--- src/rtl/sd_pkg.sv ---
// Shared constants for the N-piece sigma-delta modulator.
//   SD_BITWIDTH : default accumulator / K width
//   SD_NPIECE   : default number of bitstream samples produced per clock
//   SD_K_INIT   : K word loaded into k_active on reset
package sd_pkg;

    localparam int SD_BITWIDTH = 40;
    localparam int SD_NPIECE   = 4;

    localparam logic [SD_BITWIDTH-1:0] SD_K_INIT = {24'h000e2c, 16'he2c0};

endpackage

--- src/rtl/sd_piece_stage.sv ---
// One slice of the unrolled sigma-delta chain: adds K to the running
// accumulator value and exposes the carry as the bitstream sample.
//   a_in  : accumulator value entering this slice
//   k     : active K word
//   a_out : accumulator value handed to the next slice (wraps mod 2^WIDTH)
//   carry : output sample for this slice
module sd_piece_stage
    import sd_pkg::*;
#(
    parameter int WIDTH = SD_BITWIDTH
) (
    input  logic [WIDTH-1:0] a_in,
    input  logic [WIDTH-1:0] k,
    output logic [WIDTH-1:0] a_out,
    output logic             carry
);

    assign {carry, a_out} = {1'b0, a_in} + {1'b0, k};

endmodule

--- src/rtl/sigma_delta_npiece.sv ---
// N-piece first-order sigma-delta modulator. Each clock emits NPIECE
// consecutive bitstream samples; density of ones is k_active / 2^BITWIDTH.
//   clk      : rising-edge clock
//   reset    : asynchronous, active-high; clears all state
//   enable   : 1 advances the modulator, 0 holds acc and zeroes sd_out
//   k_in     : new K word, taken when k_valid & k_ready
//   k_valid  : k_in is valid
//   k_ready  : K can be accepted (low while ramping)
//   ramp_en  : add k_step to k_active on every enabled clock
//   k_step   : ramp increment
//   ramp_sat : sticky flag, ramp clipped at full scale
//   sd_out   : bitstream frame, bit 0 is the earliest sample
//   sd_valid : sd_out holds an enabled frame
module sigma_delta_npiece
    import sd_pkg::*;
#(
    parameter int                  NPIECE   = SD_NPIECE,
    parameter int                  BITWIDTH = SD_BITWIDTH,
    parameter logic [BITWIDTH-1:0] ACC_INIT = '0,
    parameter logic [BITWIDTH-1:0] K_INIT   = BITWIDTH'(SD_K_INIT)
) (
    input  logic                clk,
    input  logic                reset,
    input  logic                enable,
    input  logic [BITWIDTH-1:0] k_in,
    input  logic                k_valid,
    output logic                k_ready,
    input  logic                ramp_en,
    input  logic [BITWIDTH-1:0] k_step,
    output logic                ramp_sat,
    output logic [NPIECE-1:0]   sd_out,
    output logic                sd_valid
);

    localparam logic [BITWIDTH-1:0] K_MAX = '1;

    logic [BITWIDTH-1:0] acc_reg;
    logic [BITWIDTH-1:0] k_active_reg;
    logic [BITWIDTH-1:0] k_next;
    logic                ramp_sat_reg;
    logic                ramp_sat_next;
    logic [NPIECE-1:0]   sd_out_reg;
    logic                sd_valid_reg;

    logic [BITWIDTH-1:0] a_chain [NPIECE+1];
    logic [NPIECE-1:0]   carry_vec;
    logic [BITWIDTH:0]   ramp_sum;

    // Unrolled accumulator chain: slice j produces sample j of this frame.
    assign a_chain[0] = acc_reg;

    generate
        for (genvar gi = 0; gi < NPIECE; gi++) begin : g_piece
            sd_piece_stage #(
                .WIDTH (BITWIDTH)
            ) u_stage (
                .a_in  (a_chain[gi]),
                .k     (k_active_reg),
                .a_out (a_chain[gi+1]),
                .carry (carry_vec[gi])
            );
        end
    endgenerate

    // Loading and ramping are mutually exclusive through k_ready.
    assign k_ready = !ramp_en;

    always_comb begin
        ramp_sum      = {1'b0, k_active_reg} + {1'b0, k_step};
        k_next        = k_active_reg;
        ramp_sat_next = ramp_sat_reg;
        if (k_valid && k_ready) begin
            k_next = k_in;
        end else if (ramp_en && enable) begin
            // Carry out of the wide sum means the ramp went past full scale.
            if (ramp_sum[BITWIDTH]) begin
                k_next        = K_MAX;
                ramp_sat_next = 1'b1;
            end else begin
                k_next = ramp_sum[BITWIDTH-1:0];
            end
        end
    end

    always_ff @(posedge clk or posedge reset) begin
        if (reset) begin
            acc_reg      <= ACC_INIT;
            k_active_reg <= K_INIT;
            ramp_sat_reg <= 1'b0;
            sd_out_reg   <= '0;
            sd_valid_reg <= 1'b0;
        end else begin
            k_active_reg <= k_next;
            ramp_sat_reg <= ramp_sat_next;
            sd_valid_reg <= enable;
            if (enable) begin
                acc_reg    <= a_chain[NPIECE];
                sd_out_reg <= carry_vec;
            end else begin
                sd_out_reg <= '0;
            end
        end
    end

    assign sd_out   = sd_out_reg;
    assign sd_valid = sd_valid_reg;
    assign ramp_sat = ramp_sat_reg;

endmodule

--- config.mk ---
export PLATFORM = sky130hd
export DESIGN_NAME = sigma_delta_npiece
export DESIGN_NICKNAME = d
export VERILOG_FILES = /design/src/rtl/sd_pkg.sv /design/src/rtl/sd_piece_stage.sv /design/src/rtl/sigma_delta_npiece.sv
export SDC_FILE = /design/constraint.sdc
export NUM_CORES = 1
export LEC_CHECK = 0
export CAP_MARGIN = 20
export CORE_UTILIZATION = 57
export CTS_BUF_LIST = sky130_fd_sc_hd__clkbuf_4
export DETAILED_ROUTE_END_ITERATION = 8
export PLACE_DENSITY = 0.88
export SYNTH_ARGS = -nofsm -noshare
export SYNTH_HDL_FRONTEND = slang
export SYNTH_SLANG_ARGS = --single-unit
export TNS_END_PERCENT = 20
--- constraint.sdc ---
create_clock -name clk -period 9 [get_ports clk]
set_clock_uncertainty 0.2 [all_clocks]
set_input_delay 1.8 -clock clk [delete_from_list [all_inputs] [get_ports clk]]
set_output_delay 1.8 -clock clk [all_outputs]
set_load 0.1 [all_outputs]
==> flow_results.org, run 1 <==
** Outcome
- The run finished with clean final reports.

** Floorplan
- The initial utilization of the core area, before any placement, comes to 58.6%.
- The die covers 23,200 µm².
- 92 I/O pins were placed.
- Core area :: 22,000 µm²
- The die is 152 µm wide.
- Y dimension of the die :: between 150 and 200 µm
- Row count :: 54

** Worst setup path
- Grouping stages by cell kind, the critical path spends the most delay in compound AO/OA/AOI/OAI gates.
- By startpoint and endpoint, the worst setup path is classified as reg -> reg.
- In this design, the stage delay of the slowest critical-path cell is around 440 ps.
- In this design, the critical path's most frequently occurring cell is nor2_1.
- For the worst setup path, the data required time is 9190 ps.
- The slowest stage of the critical path is the dfrtp_1 cell.
- STA classifies the critical path endpoint as a flop.
- Together, buffers and inverters on the worst path number 1.
- The worst register-to-register path has a setup slack of 280 ps.
- The most critical setup path has its startpoint at acc_reg[0].
- At the worst endpoint, the arrival time is slightly below 9000 ps.
- STA classifies the critical path startpoint as a flop.
- Counting cells, the worst reg-to-reg path comes to 41.
- Highest fanout seen on the critical path :: 6
- The worst register-to-register path ends at acc_reg[39].
- Critical R2R Launch :: acc_reg[0]

** STA
- Highest clock frequency the design can meet :: 115 MHz
- Across all hold checks on the routed design, the worst slack comes to about 280 ps.
- At the pin with the least slew margin, the transition time is about 1100 ps.
- Relative slew margins :: between 20% and 30%
- The clock period could shrink to 8720 ps.
- Final hold violations :: 0
- Across all setup checks in the final design, the least slack found is 279 ps.
- Part of the cycle the worst path needs :: roughly 97%
- Adding up every negative setup slack in the final design gives 0 ps.
- Setup violations remaining at the end of the flow were counted as 0.
- The final-report max-slew violation count was 0.

** Routing
- For this run, design rule violations remaining after detail routing come to 0.
- Final Routed Wirelength :: 38,400 µm
- Pre-Repair DR Iteration Count :: 6
- Detail-routed net length per standard cell :: 19.5 µm
- Via count :: 13,000
- Using the TritonRoute via totals, the vias-per-cell ratio works out to 6.59.
- Starting DRT DRC Count :: between 1,000 and 1,500
- The count of nets left with antenna violations once routing finished came out at 0.

** Clocking
- For the worst-skew pair, the clock arrives at the later sink with an insertion delay of roughly 500 ps.
- In this run the clock root is driven by a clkbuf_4.
- TritonCTS built the clock tree.
- The clock drives 86 sinks.
- Longest Clk Path Bufs :: 2
- TritonCTS Buffers :: 9
- Cts hold-fix bufs :: 0
- CTS clock-pin slew for the worst setup and hold paths :: 160 ps
- The clock tree synthesis step divided the H-tree into 3 levels.

** Worst hold path
- In this run the worst hold path is classified as reg -> reg.
- The worst hold path terminates at ramp_sat.
- The startpoint identified for the worst hold timing path is ramp_sat.
- Cell depth of the worst hold path :: 1

** Logic synthesis
- The most used flip-flop cell after synthesis is dfrtp_1.
- After synthesis the cells add up to ~13,000 µm².
- In this run the mean area of a mapped cell was 8.13 µm².
- Unique cell type count in the Yosys netlist :: 80
- Synthesis produced a netlist whose cell count is roughly 1,600.
- Synthesis inferred 86 register bits.
- Synthesis produced a netlist with a net count of 1,880.
- Of the synthesized area, sequential elements account for ~17%.
- The synthesized design contains 0 enable-type register cells.
- After synthesis, the share of flip-flops with an asynchronous set or reset is 100%.
- The Yosys step of the flow raised 0 warnings.

** Flow run
- Number of maximum-capacitance violations :: 0

** Cells and area
- Final Util :: 66.2%
- The area growth from synthesis to layout is 13.0%.
- Proportion of layout cells with a drive suffix above 1 :: 9.33%
- In the layout the commonest cells are 198 x ha_1, 159 x a21oi_1, 135 x nand2_1, 114 x a21o_1, 109 x xnor2_1.
- Most frequent standard cell in the layout excluding fill and tap cells :: ha_1
- Count of nets after finishing :: just under 2,000

** GRT
- Number of antenna violations at the first check in global routing :: 1
- Number of global-route vias before repair :: 12,100
- Sum of overflow across all layers after global routing :: 0
- The first global-routing pass estimated 60,900 µm of wire.
- Total routing resource utilization after global routing :: 32.4%
- Largest net degree at the start of global routing :: 80

** Place
- Routability-driven placement finished with a final weighted congestion of 1.00.
- Number of buffer cells added on primary ports :: 91
- Post-detail-place hpwl :: approximately 30,000 µm
- Setup slack after placement :: -104 ps
==> cell families (layout without fill, tap and decap cells) <==
family	Yosys count	count (layout)	synth area share [%]
compound gates	587	587	30.2
simple gates	419	419	15.4
fa+ha+maj	208	208	20.5
xor+xnor	174	174	11.8
flops	86	86	16.8
buf+inv	78	185	2.31
mux	35	35	3.03
other cells	0	1	0
==> routing by layer <==
metal	vias up	GRT usage [%]	part of all wire (%)
met5	-	0	0
met4	0	10.6	3.2
met3	94	4.98	8.8
met2	636	51.4	44
met1	6119	45.2	44
li1	6161	-	-
==> area by class of cell <==
cell class | instances | area (µm²)
Antenna cell | 1 | 2.50
Inverter | 45 | 170
Clock inverter | 7 | 72.6
Fill cell | 1733 | 7440
Multi-Input combinational cell | 1423 | 10600
Timing Repair Buffer | 124 | 1170
Clock buffer | 9 | 67.6
Sequential cell | 86 | 2170
Tap cell | 280 | 350
==> worst max path at each step <==
stage               cells past startpoint     endpoint  slack, ps
finish                                 41  acc_reg[39]        280
detailed placement                     41  acc_reg[39]       -100
global route                           41  acc_reg[39]        -70
CTS                                    41  acc_reg[39]         20
floorplan                              46  acc_reg[39]        670
global placement                       46  acc_reg[39]        180
==> cells in the mapped netlist, drive strengths merged (12+ instances only) <==
cell      n  share of area (%)
dfrtp    74                 14
o21bai   22                1.3
clkbuf   28               0.81
xnor2   109                7.4
nor3     29                1.1
o211ai   14               0.81
and3     18               0.91
nand2b   18               0.87
inv      45                1.3
a21oi   168                6.6
nor2b    20               0.97
nand3    34                1.3
ha      203                 20
a211oi   25                1.5
dfstp    12                2.4
o21a     26                1.5
nor2    105                3.1
xor2     65                4.4
o21ai   104                4.0
a31oi    24                1.3
a32oi    20                1.4
nand4    17               0.82
nand2   135                3.9
a21o    114                6.6
mux2     32                2.8
==> metrics by stage <==
step	cell area (µm²)	std cells
after CTS	14400	1962
after global placement	14200	1946
after detailed placement	14200	1946
final	14600	1975
after global routing	14600	1975
after floorplan	12900	1587
==> timing repair <==
action | CTS | global route
endpoints found under the setup margin | 2 | 12
gates resized for setup | 5 | 36
pin swaps | 1 | 12
setup buffers | 0 | 11
Power of run 1 is not shown: default switching activity piles up to over one toggle a cycle in this logic, so the estimate is an artifact.
==> inputs of run 2 (changes only) <==
--- a/config.mk
+++ b/config.mk
@@ -9,7 +9,9 @@
 export CORE_UTILIZATION = 57
 export CTS_BUF_LIST = sky130_fd_sc_hd__clkbuf_4
 export DETAILED_ROUTE_END_ITERATION = 8
+export GPL_TIMING_DRIVEN = 0
 export PLACE_DENSITY = 0.88
+export REMOVE_ABC_BUFFERS = 1
 export SYNTH_ARGS = -nofsm -noshare
 export SYNTH_HDL_FRONTEND = slang
 export SYNTH_SLANG_ARGS = --single-unit
==> flow_results.org, run 2 (same netlist as run 1, synthesis figures left out) <==
** Outcome
- Outcome :: finished, final reports clean

** GRT
- Largest net degree at the start of global routing :: 54
- For this run the aggregate overflow at the end of global routing stands at 0.
- Number of antenna violations at the first check in global routing :: 1
- Total routing resource utilization after global routing :: 31.7%
- The number of global-route vias before repair came to 12,100.
- The first global-routing pass estimated 60,000 µm of wire.

** Worst setup path
- Largest incremental delay on the critical path :: 440 ps
- Counting both buffers and inverters, the worst setup path holds a total of 0.
- Of all nets on the critical path, the largest fanout is 8.
- Data on the critical path is required at its endpoint by 9200 ps.
- Worst Setup Path Type :: reg -> reg
- At the worst endpoint, the arrival time is 8930 ps.
- Among the stages of the critical path, the cell type that occurs most often is a21oi_1.
- Measured in cells, the most critical reg-to-reg path has a length of 42.
- Category of cells accounting for the largest share of critical-path delay :: compound AO/OA/AOI/OAI gates
- Across all register-to-register paths, the minimum setup slack is 270 ps.
- Category of the worst setup path capture point :: flop
- Critical-path cell with the highest stage delay :: dfrtp_2
- In this run the critical register-to-register path is launched from k_active_reg[3].
- Critical path startpoint category :: flop
- Reg2reg end :: acc_reg[39]

** Clocking
- Clock tree synthesis inserted a total of 9 buffers.
- Clock-pin slew was measured on the worst setup and hold paths at 150 ps.
- The H-tree was split into 3 levels.
- TritonCTS built the clock tree.
- The clock net in this run drives a total of 86 sinks.
- No sink is reached through more buffers than the 2 on the longest clock path.
- The root buffer cell chosen for the clock tree is clkbuf_4.
- The clock reaches the later pin of the worst-skew pair after 500 ps.

** Routing
- For this block, the via count after detailed routing is 12,900.
- Detail-routed net length per standard cell :: 19.2 µm
- After detailed routing, the total wire length is ~38,000 µm.
- DRC errors left :: 0
- After the first detailed-routing iteration, the DRC count stood at 1,119.
- Post-detailed-route count of antenna-violating nets :: 0
- Post-detailed-route via-to-cell ratio :: between 6 and 7
- For this run, the detailed router's first-pass iteration total came to 6.

** Floorplan
- Row count :: 54
- Floorplan die width :: around 150 µm
- # IOs :: about 90
- Die outline area :: ~23,000 µm²
- The floorplan step set the die height to around 150 µm.
- Core area :: 22,000 µm²
- For this configuration, the core starts out at a cell density of between 50% and 60%.

** STA
- Headroom to the max-slew limit came out at about a third.
- Measured slew at the worst slew-check pin :: 972 ps
- Post-layout min period :: between 8000 and 9000 ps
- Count of final max-slew check failures :: 0
- The number of hold-slack violations in the final timing report is 0.
- The worst path uses 97.0% of the clock period.
- Setup violations remaining at the end of the flow were counted as 0.
- Highest clock frequency the design can meet :: roughly 110 MHz

** Cells and area
- Post-route cell area :: 14,800 µm²
- Leaving out filler cells and counting taps, the final layout contains 1,971.
- The filler cells instantiated in the layout total approximately 1,800.
- Most frequent standard cell in the layout excluding fill and tap cells :: ha_1
- At the end of the flow, the number of nets in the layout was 1,978.
- In the layout the commonest cells are 194 x ha_1, 159 x a21oi_1, 135 x nand2_1, 114 x a21o_1, 109 x xnor2_1.
- Synth-to-layout area growth :: 14.7%
- Proportion of layout cells with a drive suffix above 1 :: 10.1%

** Flow run
- Across the run, the number of max-cap violations was 0.

** Place
- Placed instance area :: around 14,000 µm²
- In this run, placement finished with an instance count of between 1,500 and 2,000.
- Final GP Congestion :: 1.03
- Post-detail-place hpwl :: ~29,000 µm
- Number of buffer cells added on primary ports :: 91

** Worst hold path
- The path with the worst hold slack has its endpoint at ramp_sat.
- The worst hold path begins at ramp_sat.
- Type of the most critical hold path :: reg -> reg
- Counting instances, the worst hold path has a depth of 1.
run 2: area by class of cell:
type                       instances  area, µm²  area share (%)
tap                              280        350            2.37
clock buffer                      10       75.1           0.507
timing repair buffer             120       1230            8.35
inverter                          45        171            1.16
sequential                        86       2170            14.7
clock inverter                     6       86.3           0.584
antenna                            1       2.50          0.0169
multi-input combinational       1423      10700            72.3
run 2: metal layers:
layer | up-vias | track usage (%) | routed length (µm)
li1 | 6153 | - | -
met1 | 6117 | 42.2 | 16600
met2 | 532 | 52.0 | 17200
met3 | 94 | 2.79 | 2410
met4 | 0 | 15.6 | 1660
met5 | - | 0 | 0
run 2: what timing repair did:
item / 4_1_cts / 5_1_grt
setup endpoints to repair: 13 / 11
gates resized for setup: 26 / 38
pin swaps: 1 / 19
setup buffers: 4 / 17
hold buffers: 0 / 0
run 2: worst max path at each step:
stage                          from          end  slack, ps  depth (start not counted)
finish              k_active_reg[3]  acc_reg[39]        270                         42
global route             acc_reg[0]  acc_reg[37]       -110                         41
floorplan           k_active_reg[0]  acc_reg[39]        670                         46
global placement    k_active_reg[3]  acc_reg[39]       -700                         44
detailed placement  k_active_reg[3]  acc_reg[39]       -860                         42
CTS                 k_active_reg[1]  acc_reg[39]          5                         44
run 2: per-stage QoR:
step	hold WS (ps)	utilization, %	setup TNS, ps	worst slack (ps)
2_1_floorplan	287	-	0	665
3_3_place_gp	237	63.7	-2810	-703
3_5_place_dp	282	64.3	-4050	-860
4_1_cts	325	65.6	0	5.22
5_1_grt	350	67.2	-179	-107
6_report	334	67.2	0	269
Power of run 2 is left out for the same reason.
==> inputs of run 3 (changes only) <==
--- a/config.mk
+++ b/config.mk
@@ -12,6 +12,7 @@
 export GPL_TIMING_DRIVEN = 0
 export PLACE_DENSITY = 0.88
 export REMOVE_ABC_BUFFERS = 1
+export SETUP_SLACK_MARGIN = 0.2
 export SYNTH_ARGS = -nofsm -noshare
 export SYNTH_HDL_FRONTEND = slang
 export SYNTH_SLANG_ARGS = --single-unit
==> flow_results.org, run 3 (same netlist as run 1, synthesis figures left out) <==
** Clocking
- CTS tree :: built
- Clock latency on the worst-skew pair :: 500 ps
- In this run the deepest clock path goes through 2 buffers.
- H-tree level count :: 3
- Clk root buf :: clkbuf_4
- CTS saw 86 sinks.
- CTS clock-pin slew for the worst setup and hold paths :: 160 ps
- Buffers inserted during clock tree synthesis total 9.
- Hold repair after CTS inserted 0 buffers.

** Worst setup path
- For this run, the slowest stage of the critical path takes 440 ps.
- For the worst setup path, the data required time is 9210 ps.
- Sum of buffers and inverters on the critical path :: 0
- The critical path is of the reg -> reg type.
- The number of cells on the worst reg-to-reg path is 39.
- Category of the worst setup path capture point :: flop
- STA classifies the critical path startpoint as a flop.
- Reg2reg end :: acc_reg[39]
- For the worst setup path, the data arrival time is 8830 ps.
- Category of cells accounting for the largest share of critical-path delay :: compound AO/OA/AOI/OAI gates
- Highest fanout seen on the critical path :: 5
- Flop2flop setup slack :: between 300 and 400 ps
- The worst register-to-register path begins at k_active_reg[3].
- For this design, the slowest cell found on the critical path is dfrtp_2.

** Floorplan
- The floorplan step set the die width to 152 µm.
- The floorplan has 54 rows.
- Once the floorplan was initialized, standard cells occupied 58.6% of the core.
- The floorplan step set the die height to 152 µm.
- Die outline area :: 23,200 µm²
- In this run the standard cell core region covers 22,000 µm².
- # IOs :: 92

** Outcome
- The run finished with clean final reports.

** Worst hold path
- Hold path startpoint :: acc_reg[15]
- Hold path endpoint :: acc_reg[15]
- The worst hold path belongs to the class reg -> reg.
- Cell depth of the worst hold path :: 1

** STA
- The final critical path takes up 95.8% of the cycle.
- Derived from the worst setup path, the maximum achievable clock frequency is 116 MHz.
- Setup repair after global routing left no endpoint under its margin.
- Hold timing on the final database bottoms out at a slack of between 300 and 400 ps.
- At the pin with the least slew margin, the transition time is 972 ps.
- The number of hold-slack violations in the final timing report is 0.
- Relative slew margins :: 35.0%
- Post-layout min period :: 8620 ps
- The final-report max-slew violation count came to 0.
- In the post-route analysis, the smallest setup slack over all paths is 377 ps.
- Setup violations remaining at the end of the flow were counted as 0.

** Routing
- Metal2 WL :: approximately 18,000 µm
- DRC errors left :: 0
- The final layout contains routed wiring with a total length of 38,600 µm.
- Pre-Repair DR Iteration Count :: 7
- Dividing the detail-routed wire length by the instance count gives slightly below 20 µm.
- The first routing iteration left around 1,000 violations.
- Wire length on met3 :: roughly 2400 µm
- After detailed routing, the wire length on met1 is 16,700 µm.
- Post-detailed-route count of antenna-violating nets :: 0
- Using the TritonRoute via totals, the vias-per-cell ratio works out to 6.54.
- Via count :: 13,000
- The highest layer touched by signal routing is met4.

** Cells and area
- The post-route netlist has 11.9% of its cells at a drive strength greater than 1.
- Count of nets after finishing :: 1,998
- Leaving out fill and tap cells, the most frequent cell in the layout is ha_1.
- The top cell types in the final layout, fill and taps aside, are 191 x ha_1, 154 x a21oi_1, 135 x nand2_1, 114 x a21o_1, 109 x xnor2_1.
- Post-route cell area :: 15,000 µm²
- Relative to the synthesized area, the layout overhead comes to 16.5%.

** GRT
- After global routing the overflow that remains totals 0.
- Global routing used 32.1% of the available tracks across all layers.
- Largest net degree at the start of global routing :: 54
- The number of global-route vias before repair was 12,200.
- The first global-routing pass estimated 60,700 µm of wire.
- The number of antenna violations at the first check in global routing is 1.

** Place
- Setup slack after placement :: -860 ps
- The HPWL after detailed placement is 29,200 µm.
- After detailed placement, the total cell area comes to 14,200 µm².
- During placement, the flow inserted port buffers numbering 91.
- Final GP Congestion :: 1.03

** Flow run
- Number of maximum-capacitance violations :: 0
run 3: routing by layer:
metal | up-vias | global-route usage [%]
li1 | 6192 | -
met1 | 6158 | 42.6
met2 | 558 | 53.2
met3 | 110 | 2.59
met4 | 0 | 14.9
met5 | - | 0
run 3: per-stage QoR:
stage,utilization [%],setup TNS [ps],cells
5_1_grt,68.2,0,1991
6_report,68.2,0,1991
3_3_place_gp,63.7,-2810,1925
2_1_floorplan,-,0,1554
4_1_cts,66.1,0,1957
3_5_place_dp,64.3,-4050,1931
run 3: area by class of cell:
cell class	count	area (µm²)
Antenna cell	1	2.50
Clock buffer	10	75.1
Clock inverter	6	86.3
Fill cell	1720	7000
Inverter	45	171
Multi-Input combinational cell	1423	10800
Sequential cell	86	2170
Tap cell	280	350
Timing Repair Buffer	140	1390
run 3: worst reg2reg max path, delay by kind of cell, from the launching register on:
kind                     cells  cell delay (ps)
flip-flops                   1              440
AND/OR/NAND/NOR             14             2420
multiplexers                 1              270
XOR/XNOR                     4              490
adder cells (fa/ha/maj)      4             1440
AO/OA/AOI/OAI               16             3230
run 3: how the worst max path moves through the flow:
| stage | start | to | slack (ps) | depth (start not counted) |
|---|---|---|---|---|
| 2_1_floorplan | k_active_reg[0] | acc_reg[39] | 670 | 46 |
| 3_3_place_gp | k_active_reg[3] | acc_reg[39] | -700 | 44 |
| 3_5_place_dp | k_active_reg[3] | acc_reg[39] | -860 | 42 |
| 4_1_cts | acc_reg[0] | acc_reg[39] | 220 | 44 |
| 5_1_grt | acc_reg[0] | acc_reg[39] | 70 | 41 |
| 6_report | k_active_reg[3] | acc_reg[39] | 380 | 39 |
run 3: repair_timing:
item                                    CTS  global route
pin swaps                                 7            34
setup buffers                            10            31
endpoints found under the setup margin   14            11
gates resized for setup                  38            47
endpoints found under the hold margin     0             0
Power of run 3 is left out for the same reason.
